## src/rtl/uart_rx_pkg.sv

```systemverilog
// Shared types and constants for the UART receive controller.
package uart_rx_pkg;

  typedef enum logic [2:0] {
    ST_IDLE   = 3'd0,
    ST_START  = 3'd1,
    ST_DATA   = 3'd2,
    ST_PARITY = 3'd3,
    ST_STOP   = 3'd4,
    ST_DONE   = 3'd5
  } rx_state_t;

  localparam logic [5:0] PRESCALE_8  = 6'd8;
  localparam logic [5:0] PRESCALE_16 = 6'd16;
  localparam logic [5:0] PRESCALE_32 = 6'd32;

  // Unsupported oversampling ratios fall back to x8 so the bit timing never
  // degenerates (e.g. a ratio of 0 would never reach its terminal count).
  function automatic logic [5:0] legal_prescale(input logic [5:0] p);
    if (p == PRESCALE_8 || p == PRESCALE_16 || p == PRESCALE_32) begin
      return p;
    end
    return PRESCALE_8;
  endfunction

endpackage

```

## src/rtl/rx_edge_bit_counter.sv

```systemverilog
// Oversample edge counter and frame bit counter for the UART receiver.
// The edge count wraps at prescale-1 and advances the bit count.
module rx_edge_bit_counter (
  input  logic       clk,
  input  logic       rst_n,
  input  logic       i_cnt_en,
  input  logic       i_clear,
  input  logic [5:0] i_prescale,
  output logic [5:0] o_edge_cnt,
  output logic [3:0] o_bit_cnt,
  output logic       o_bit_end
);

  logic [5:0] r_edge_cnt;
  logic [3:0] r_bit_cnt;

  assign o_bit_end  = (r_edge_cnt == (i_prescale - 6'd1));
  assign o_edge_cnt = r_edge_cnt;
  assign o_bit_cnt  = r_bit_cnt;

  // Count oversample edges; both counters sit at 0 whenever disabled or when
  // the frame is finishing, so IDLE/DONE always present zero counts.
  always_ff @(posedge clk or negedge rst_n) begin
    if (!rst_n) begin
      r_edge_cnt <= 6'd0;
      r_bit_cnt  <= 4'd0;
    end else if (!i_cnt_en || i_clear) begin
      r_edge_cnt <= 6'd0;
      r_bit_cnt  <= 4'd0;
    end else if (o_bit_end) begin
      r_edge_cnt <= 6'd0;
      r_bit_cnt  <= r_bit_cnt + 4'd1;
    end else begin
      r_edge_cnt <= r_edge_cnt + 6'd1;
    end
  end

endmodule

```

## src/rtl/uart_rx_fsm.sv

```systemverilog
// UART receive sequencing FSM: walks start/data/parity/stop bits and
// strobes the external start, data, parity and stop checkers at mid-bit.
//
//   state  | meaning
//   IDLE   | line idle, waiting for a low level
//   START  | start bit, glitch check at mid-bit
//   DATA   | data bits 1..DATA_WIDTH, shifted into the deserializer
//   PARITY | optional parity bit
//   STOP   | stop bit
//   DONE   | one-cycle frame end, data_valid when no error captured
module uart_rx_fsm
  import uart_rx_pkg::*;
#(
  parameter int DATA_WIDTH = 8
) (
  input  logic       clk,
  input  logic       rst_n,
  input  logic       EN,
  input  logic       RX_IN,
  input  logic       PAR_EN,
  input  logic [5:0] Prescale,
  input  logic       start_glitch,
  input  logic       par_err,
  input  logic       stop_err,
  output logic       sample_en,
  output logic       start_check_en,
  output logic       par_check_en,
  output logic       stop_check_en,
  output logic       deser_en,
  output logic [5:0] edge_cnt,
  output logic [3:0] bit_cnt,
  output logic       data_valid
);

  localparam logic [3:0] LP_LAST_BIT = 4'(DATA_WIDTH);

  rx_state_t  r_state;
  logic [5:0] r_prescale;
  logic       r_par_en;
  logic       r_par_flag;
  logic       r_stop_flag;

  logic       w_idle_like;
  logic       w_cnt_en;
  logic       w_bit_end;
  logic       w_frame_end;
  logic [5:0] w_mid;
  logic       w_at_mid;

  assign w_idle_like = (r_state == ST_IDLE) || (r_state == ST_DONE);
  assign w_cnt_en    = EN && (!w_idle_like || !RX_IN);
  assign w_frame_end = w_bit_end &&
                       (((r_state == ST_START) && start_glitch) || (r_state == ST_STOP));
  assign w_mid       = (r_prescale >> 1) + 6'd2;
  assign w_at_mid    = (edge_cnt == w_mid);

  rx_edge_bit_counter u_cnt (
    .clk        (clk),
    .rst_n      (rst_n),
    .i_cnt_en   (w_cnt_en),
    .i_clear    (w_frame_end),
    .i_prescale (r_prescale),
    .o_edge_cnt (edge_cnt),
    .o_bit_cnt  (bit_cnt),
    .o_bit_end  (w_bit_end)
  );

  // Frame sequencing, config capture between frames and error flag capture.
  always_ff @(posedge clk or negedge rst_n) begin
    if (!rst_n) begin
      r_state     <= ST_IDLE;
      r_prescale  <= PRESCALE_8;
      r_par_en    <= 1'b0;
      r_par_flag  <= 1'b0;
      r_stop_flag <= 1'b0;
    end else if (!EN) begin
      r_state     <= ST_IDLE;
      r_par_flag  <= 1'b0;
      r_stop_flag <= 1'b0;
    end else begin
      case (r_state)
        ST_IDLE, ST_DONE: begin
          r_prescale <= legal_prescale(Prescale);
          r_par_en   <= PAR_EN;
          if (!RX_IN) begin
            r_state     <= ST_START;
            r_par_flag  <= 1'b0;
            r_stop_flag <= 1'b0;
          end else begin
            r_state <= ST_IDLE;
          end
        end
        ST_START: begin
          if (w_bit_end) r_state <= start_glitch ? ST_IDLE : ST_DATA;
        end
        ST_DATA: begin
          if (w_bit_end && (bit_cnt == LP_LAST_BIT)) begin
            r_state <= r_par_en ? ST_PARITY : ST_STOP;
          end
        end
        ST_PARITY: begin
          if (w_bit_end) begin
            r_par_flag <= par_err;
            r_state    <= ST_STOP;
          end
        end
        ST_STOP: begin
          if (w_bit_end) begin
            r_stop_flag <= stop_err;
            r_state     <= ST_DONE;
          end
        end
        default: r_state <= ST_IDLE;
      endcase
    end
  end

  // Output decode purely from registered state, counters and flags.
  always_comb begin
    sample_en      = (r_state == ST_START) || (r_state == ST_DATA) ||
                     (r_state == ST_PARITY) || (r_state == ST_STOP);
    start_check_en = (r_state == ST_START)  && w_at_mid;
    deser_en       = (r_state == ST_DATA)   && w_at_mid;
    par_check_en   = (r_state == ST_PARITY) && w_at_mid;
    stop_check_en  = (r_state == ST_STOP)   && w_at_mid;
    data_valid     = (r_state == ST_DONE) && !r_par_flag && !r_stop_flag;
  end

endmodule
```

## config.mk

```make
export PLATFORM = sky130hd
export DESIGN_NAME = uart_rx_fsm
export DESIGN_NICKNAME = d
export VERILOG_FILES = /design/src/rtl/uart_rx_pkg.sv /design/src/rtl/rx_edge_bit_counter.sv /design/src/rtl/uart_rx_fsm.sv
export SDC_FILE = /design/constraint.sdc
export NUM_CORES = 1
export LEC_CHECK = 0
export CAP_MARGIN = 20
export CORE_AREA = 3 3 58 60
export CTS_BUF_LIST = sky130_fd_sc_hd__clkbuf_4 sky130_fd_sc_hd__clkbuf_8
export DETAILED_ROUTE_END_ITERATION = 7
export DIE_AREA = 0 0 61 63
export GPL_TIMING_DRIVEN = 1
export PLACE_DENSITY_LB_ADDON = 0.15
export SLEW_MARGIN = 5
export SYNTH_ARGS = -nofsm -noshare
export SYNTH_HDL_FRONTEND = slang
export SYNTH_HIERARCHICAL = 1
export SYNTH_SLANG_ARGS = --single-unit
```

## constraint.sdc

```tcl
create_clock -name clk -period 3.01 [get_ports clk]
set_input_delay 0.4515 -clock clk [delete_from_list [all_inputs] [get_ports clk]]
set_output_delay 0.4515 -clock clk [all_outputs]
set_load 0.1 [all_outputs]
```

==> flow_metrics.tcl, run 1 <==
set metrics [dict create \
    critPathTopFamily "simple AND/OR/NAND/NOR gates" \
    cts_setup_buffers 0 \
    track_usage_pct 19.8 \
    synth_top_family_by_area "simple AND/OR/NAND/NOR gates" \
    drt-total-wl_mm 3.44 \
    synth_top_area_share_pct 33.6 \
    grt_antenna_before_repair 0 \
    setup_violations 0 \
    synthAdderAreaFrac_pct 3.20 \
    worst-path-buf-inv 1 \
    synth_area_per_cell_um2 9.25 \
    antenna-diode-count 0 \
    ff2ff_path_depth 10 \
    ctsHoldBuffers 0 \
    drtAntennaViolNets 0 \
    power_leakage_nw 0.816 \
    pwr-share-clk_pct 13.7 \
    rr_startpoint "r_prescale[1]" \
    grt_pass1_vias 1293 \
    vias 1363 \
    portBuffers 29 \
    endpoint_kind "output pin" \
    num_rows 20 \
    ys_async_sr_fraction_pct 100 \
    ys_top_cells_by_area "dfrtp_1, xnor2_1, xor2_1, nor3_1, ha_1" \
    clock_path_buffers 2 \
    crit_slowest_cell "dfstp_2" \
    yosysTopAreaCell "dfrtp_1" \
    swShare_pct 46.6 \
    tightest_slew_ns 0.701 \
    via_per_inst 5.93 \
    hold_path.class "in2async" \
    synth-compound-area-share_pct 15.1 \
    cts-buffers-inserted 3 \
    dr.pass1.iters 4 \
    yosys.area_share.xor_xnor_pct 10.6 \
    fin_skew_ns 0.0143 \
    crit_end "stop_check_en" \
    cts-root-buf "clkbuf_4" \
    fmax_mhz 368 \
    netlist_top_cells_count "dfrtp_1, nand2_1, nor3_1, xnor2_1, nor2_1" \
    min_period_ns 2.72 \
    cts_max_level 1 \
    hold_viol 0 \
    cp_slowest_stage_delay_ns 0.64 \
    clock_latency_ns 0.32 \
    max_cap_violations 0 \
    grt.overflow.total 0 \
    synth-warning-count 6 \
    syn-num-nets 187 \
    status "complete, no violations" \
    routedWlPerCell_um 15.0 \
    synth_seq_cells 22 \
    post_cts_resized 0 \
    syn_inst 169 \
    grt_pass1_wl_mm 5.91 \
    dp_slack_ns 0.260 \
    area_delta_synth_final_pct 25.1 \
    synth_most_common_cell "dfrtp_1" \
    synthSimpleGateAreaFrac_pct 27.1 \
    stdcell_area_mm2 0.00196 \
    rsz0062_at_grt "false" \
    die_w_um 61 \
    synth_mux_area_share_pct 4.40 \
    synth_edf_count 0 \
    finalMaxSlewViolations 0 \
    die_h_um 63 \
    layout-drive-gt1-share_pct 23.9 \
    yosysSeqAreaShare_pct 35.3 \
    core_mm2 0.00298 \
    grt_max_degree 19 \
    cts_tree "yes" \
    crit_arrival_ns 2.27 \
    post_dp_cell_area_mm2 0.00192 \
    nNetsFinal 216 \
    internal_power_mw 0.605 \
    ys.flop_type "dfrtp_1" \
    timing.rr.end "r_state[1]" \
    required_ns 2.56 \
    slew_headroom_pct 53.1 \
    power_frac_comb_pct 47.9 \
    io_pins 30 \
    cp_max_fo 8 \
    r2r_slack_ns 0.32 \
    fin_ws_ns 0.291 \
    start_util_pct 52.5 \
    hpwl_mm 2.68 \
    clk_pin_slew_ns 0.14 \
    startpoint "r_prescale[3]" \
    p_sw_mw 0.528 \
    pwr-share-seq_pct 38.3 \
    cellPowerDensity_mw_per_mm2 579 \
    ir_worst_vdd_v 0.000563 \
    cts.sinks 22 \
    dieArea_mm2 0.00384 \
    routabilityCongestion 0.875 \
    synth.distinct_cells 53 \
    cp_num_cells 5 \
    period_share_pct 90.3 \
    netlist_area_mm2 0.00156 \
    cp-start-kind "flop" \
    drc 0 \
    criticalPathCategory "reg2out" \
    worstPathCellList "ha_1 > xnor2_1 > nand4_1 > nor3_2 > buf_12" \
    drtIter0Drc 88 \
]
[placed cells by master, fill, tap and decap left out, drive strengths merged, types with 2 or more instances in the layout]
master and count:
a21oi 6, a31oi 2, and2 3, buf 18, clkbuf 4, clkdlybuf4s50 13
dfrtp 21, ha 4, inv 8, mux2 4, mux2i 2, nand2 12
nand2b 4, nand3 5, nand3b 2, nand4 2, nor2 11, nor2b 5
nor3 11, nor3b 6, nor4 3, o21ai 5, o22ai 5, o41ai 3
or2b 2, or4 3, xnor2 11, xor2 8
[registers in the layout (all words and copies together), names as in the netlist]
name	flops
r_par_en	1
r_par_flag	1
r_prescale	6
r_state	3
r_stop_flag	1
u_cnt/o_bit_cnt	4
u_cnt/o_edge_cnt	6
[kinds of logic after synthesis]
family	count (synthesis)
compound gates	31
fa+ha+maj	4
flops	22
buf+inv	15
xor+xnor	19
mux	6
simple gates	72
[metrics by stage]
| stage | total power, mW | setup TNS (ns) | utilization (%) | std cells | hold slack (ns) |
|---|---|---|---|---|---|
| 3_3_place_gp | 0.971 | 0 | 64.5 | 226 | 0.517 |
| 3_5_place_dp | 0.976 | 0 | 64.5 | 226 | 0.522 |
| 2_1_floorplan | 0.875 | -0.956 | - | 169 | 0.156 |
| 4_1_cts | 1.13 | 0 | 65.5 | 230 | 0.489 |
| 6_report | 1.13 | 0 | 65.7 | 230 | 0.468 |
| 5_1_grt | 1.21 | 0 | 65.7 | 230 | 0.465 |
[power groups by stage]
stage / Clock [mW] / Sequential (mW) / Combinational (mW)
after detailed placement: 0 / 0.438 / 0.538
after global placement: 0 / 0.436 / 0.535
after CTS: 0.159 / 0.433 / 0.542
final: 0.156 / 0.434 / 0.543
after floorplan: 0 / 0.439 / 0.436
after global routing: 0.181 / 0.449 / 0.585
[layout make-up]
class                           count  area, um2
Clock buffer                        4       30.0
Timing Repair Buffer               31        315
Sequential cell                    22        553
Multi-Input combinational cell    132        986
Tap cell                           33       41.3
Fill cell                         251       1020
Inverter                            8       30.0
[how the worst min path moves through the flow]
stage / end / start / cells after the start / slack [ns]
after detailed placement: r_par_en / r_par_en / 1 / 0.52
after global routing: r_state[0] / rst_n / 1 / 0.47
after global placement: r_par_flag / r_par_flag / 1 / 0.52
after floorplan: r_par_en / rst_n / 0 / 0.16
after CTS: r_state[0] / rst_n / 1 / 0.49
final: r_state[0] / rst_n / 1 / 0.47
[metal layers]
layer  share of wire, %  global-route usage (%)  routed length, um  vias to the layer above
met5                  0                       0                  0                        -
met4                1.8                    7.32                 63                        0
met3                5.1                    3.10                177                        6
met2                 48                    30.1               1650                       43
met1                 45                    27.9               1560                      649
li1                   -                       -                  -                      665
Power figures use the tool's default switching activity.
==> run 2, diff against run 1 <==
- CORE_AREA: 3 3 58 60 -> 3 3 56 58
- CTS_CLUSTER_SIZE: unset -> 28
- DIE_AREA: 0 0 61 63 -> 0 0 59 61
- DONT_BUFFER_PORTS: unset -> 1
==> run 2 against run 1 <==
  * Core utilization grew 4.1 points
  * Clock power up 51%
  * First-iteration DRC count decreased by 30%
  * Routed wire length rose by 8.7%
  * Via count down 0.73%
  * Largest power group unchanged
  * Sequential power down 1%
  * Largest cell class unchanged
  * Power up 7.5%
==> flow_metrics.tcl, run 2 (synthesis results as in run 1) <==
set metrics [dict create \
    final_cell_mix "dfrtp_1, nand2_1, buf_4, nor2_1, xnor2_1" \
    rsz0062_at_grt "false" \
    via_per_inst 6.29 \
    slew_headroom_pct 33.2 \
    cp_max_fo 8 \
    portBuffers 0 \
    routedWlPerCell_um 17.4 \
    start_util_pct 57.7 \
    core_mm2 0.00271 \
    ff2ff_path_depth 10 \
    fin_util_pct 69.8 \
    power_frac_comb_pct 45.5 \
    clock_path_buffers 2 \
    cts-buffers-inserted 3 \
    vias 1353 \
    setup_violations 0 \
    stdcell_area_mm2 0.00189 \
    tightest_slew_ns 1.00 \
    drt-total-wl_mm 3.74 \
    antenna-diode-count 0 \
    die_h_um 61 \
    num_rows 19 \
    cts_tree "yes" \
    dr.pass1.iters 4 \
    rr_startpoint "r_prescale[0]" \
    criticalPathCategory "reg2out" \
    critPathTopFamily "simple AND/OR/NAND/NOR gates" \
    pwr-share-clk_pct 19.3 \
    whs_ns 0.200 \
    power_leakage_nw 0.778 \
    post_dp_cell_area_mm2 0.00181 \
    io_pins 30 \
    final_common_cell "dfrtp_1" \
    fmax_mhz 351 \
    cts_max_level 1 \
    timing.rr.end "r_state[1]" \
    grt_pass1_wl_mm 6.31 \
    p_sw_mw 0.544 \
    crit_slowest_cell "dfstp_2" \
    status "complete, no violations" \
    fin_ws_ns 0.160 \
    grt.overflow.total 0 \
    r2r_slack_ns 0.23 \
    hold_viol 0 \
    grt_max_degree 23 \
    die_w_um 59 \
    cellPowerDensity_mw_per_mm2 644 \
    fin_skew_ns 0.00432 \
    min_period_ns 2.85 \
    dpl.cell_count 209 \
    tns_ns 0 \
    routabilityCongestion 0.910 \
    ir_worst_vdd_v 0.000565 \
    clk_pin_slew_ns 0.13 \
    track_usage_pct 23.7 \
    period_share_pct 94.7 \
    crit_arrival_ns 2.40 \
    cts.sinks 22 \
    cts_setup_buffers 0 \
    required_ns 2.56 \
    worst-path-buf-inv 1 \
    worstPathCellList "ha_1 > xnor2_1 > nand4_1 > nor4_4 > buf_12" \
    min_to "r_prescale[5]" \
    fin_cells 215 \
    cts-root-buf "clkbuf_4" \
    total_power_mw 1.22 \
    hp-start "Prescale[4]" \
    endpoint_kind "output pin" \
    drtAntennaViolNets 0 \
    nNetsFinal 203 \
    swShare_pct 44.7 \
    layout-drive-gt1-share_pct 26.6 \
    worstHoldPathCells 1 \
    hpwl_mm 2.77 \
    finalMaxSlewViolations 0 \
    dieArea_mm2 0.00360 \
    drtIter0Drc 62 \
    clock_latency_ns 0.32 \
    cp_slowest_stage_delay_ns 0.64 \
    cp-start-kind "flop" \
    internal_power_mw 0.674 \
    max_cap_violations 0 \
    drc 0 \
    grt_antenna_before_repair 0 \
    grt_pass1_vias 1342 \
    pwr-share-seq_pct 35.1 \
    hold_path.class "in2reg" \
    dp_slack_ns 0.241 \
    area_delta_synth_final_pct 21.1 \
]
==> run 2: cell type report <==
type / instances / area (um2)
sequential: 22 / 553
fill: 216 / 818
multi-input combinational: 132 / 1020
timing repair buffer: 18 / 195
clock inverter: 1 / 30.0
tap: 31 / 38.8
clock buffer: 3 / 22.5
inverter: 8 / 30.0
==> run 2: how the worst max path moves through the flow <==
stage	endpoint	cells past startpoint	slack, ns	startpoint
global route	deser_en	5	0.01	r_prescale[4]
detailed placement	u_cnt/o_bit_cnt[2]	10	0.24	r_prescale[0]
floorplan	deser_en	4	-0.30	u_cnt/o_edge_cnt[4]
finish	start_check_en	5	0.16	r_prescale[3]
CTS	par_check_en	6	0.1	r_prescale[3]
global placement	u_cnt/o_bit_cnt[2]	10	0.42	r_prescale[0]
==> run 2: timing repair <==
item,CTS,global route
endpoints found under the setup margin,0,4
gates resized for setup,0,2
hold buffers,1,0
hold endpoints to repair,22,0
==> run 2: power groups by stage <==
stage / clock, mW / combinational (mW) / sequential (mW)
3_3_place_gp: 0 / 0.536 / 0.430
3_5_place_dp: 0 / 0.541 / 0.432
4_1_cts: 0.240 / 0.552 / 0.426
2_1_floorplan: 0 / 0.436 / 0.439
5_1_grt: 0.253 / 0.591 / 0.439
6_report: 0.235 / 0.555 / 0.428
==> run 2: layer usage <==
metal / up-vias / share of wire [%] / track usage (%)
met5: - / 0 / 0
met4: 0 / 3.2 / 13.6
met3: 8 / 8.0 / 5.32
met2: 57 / 47 / 36.0
met1: 652 / 42 / 31.0
li1: 636 / - / -
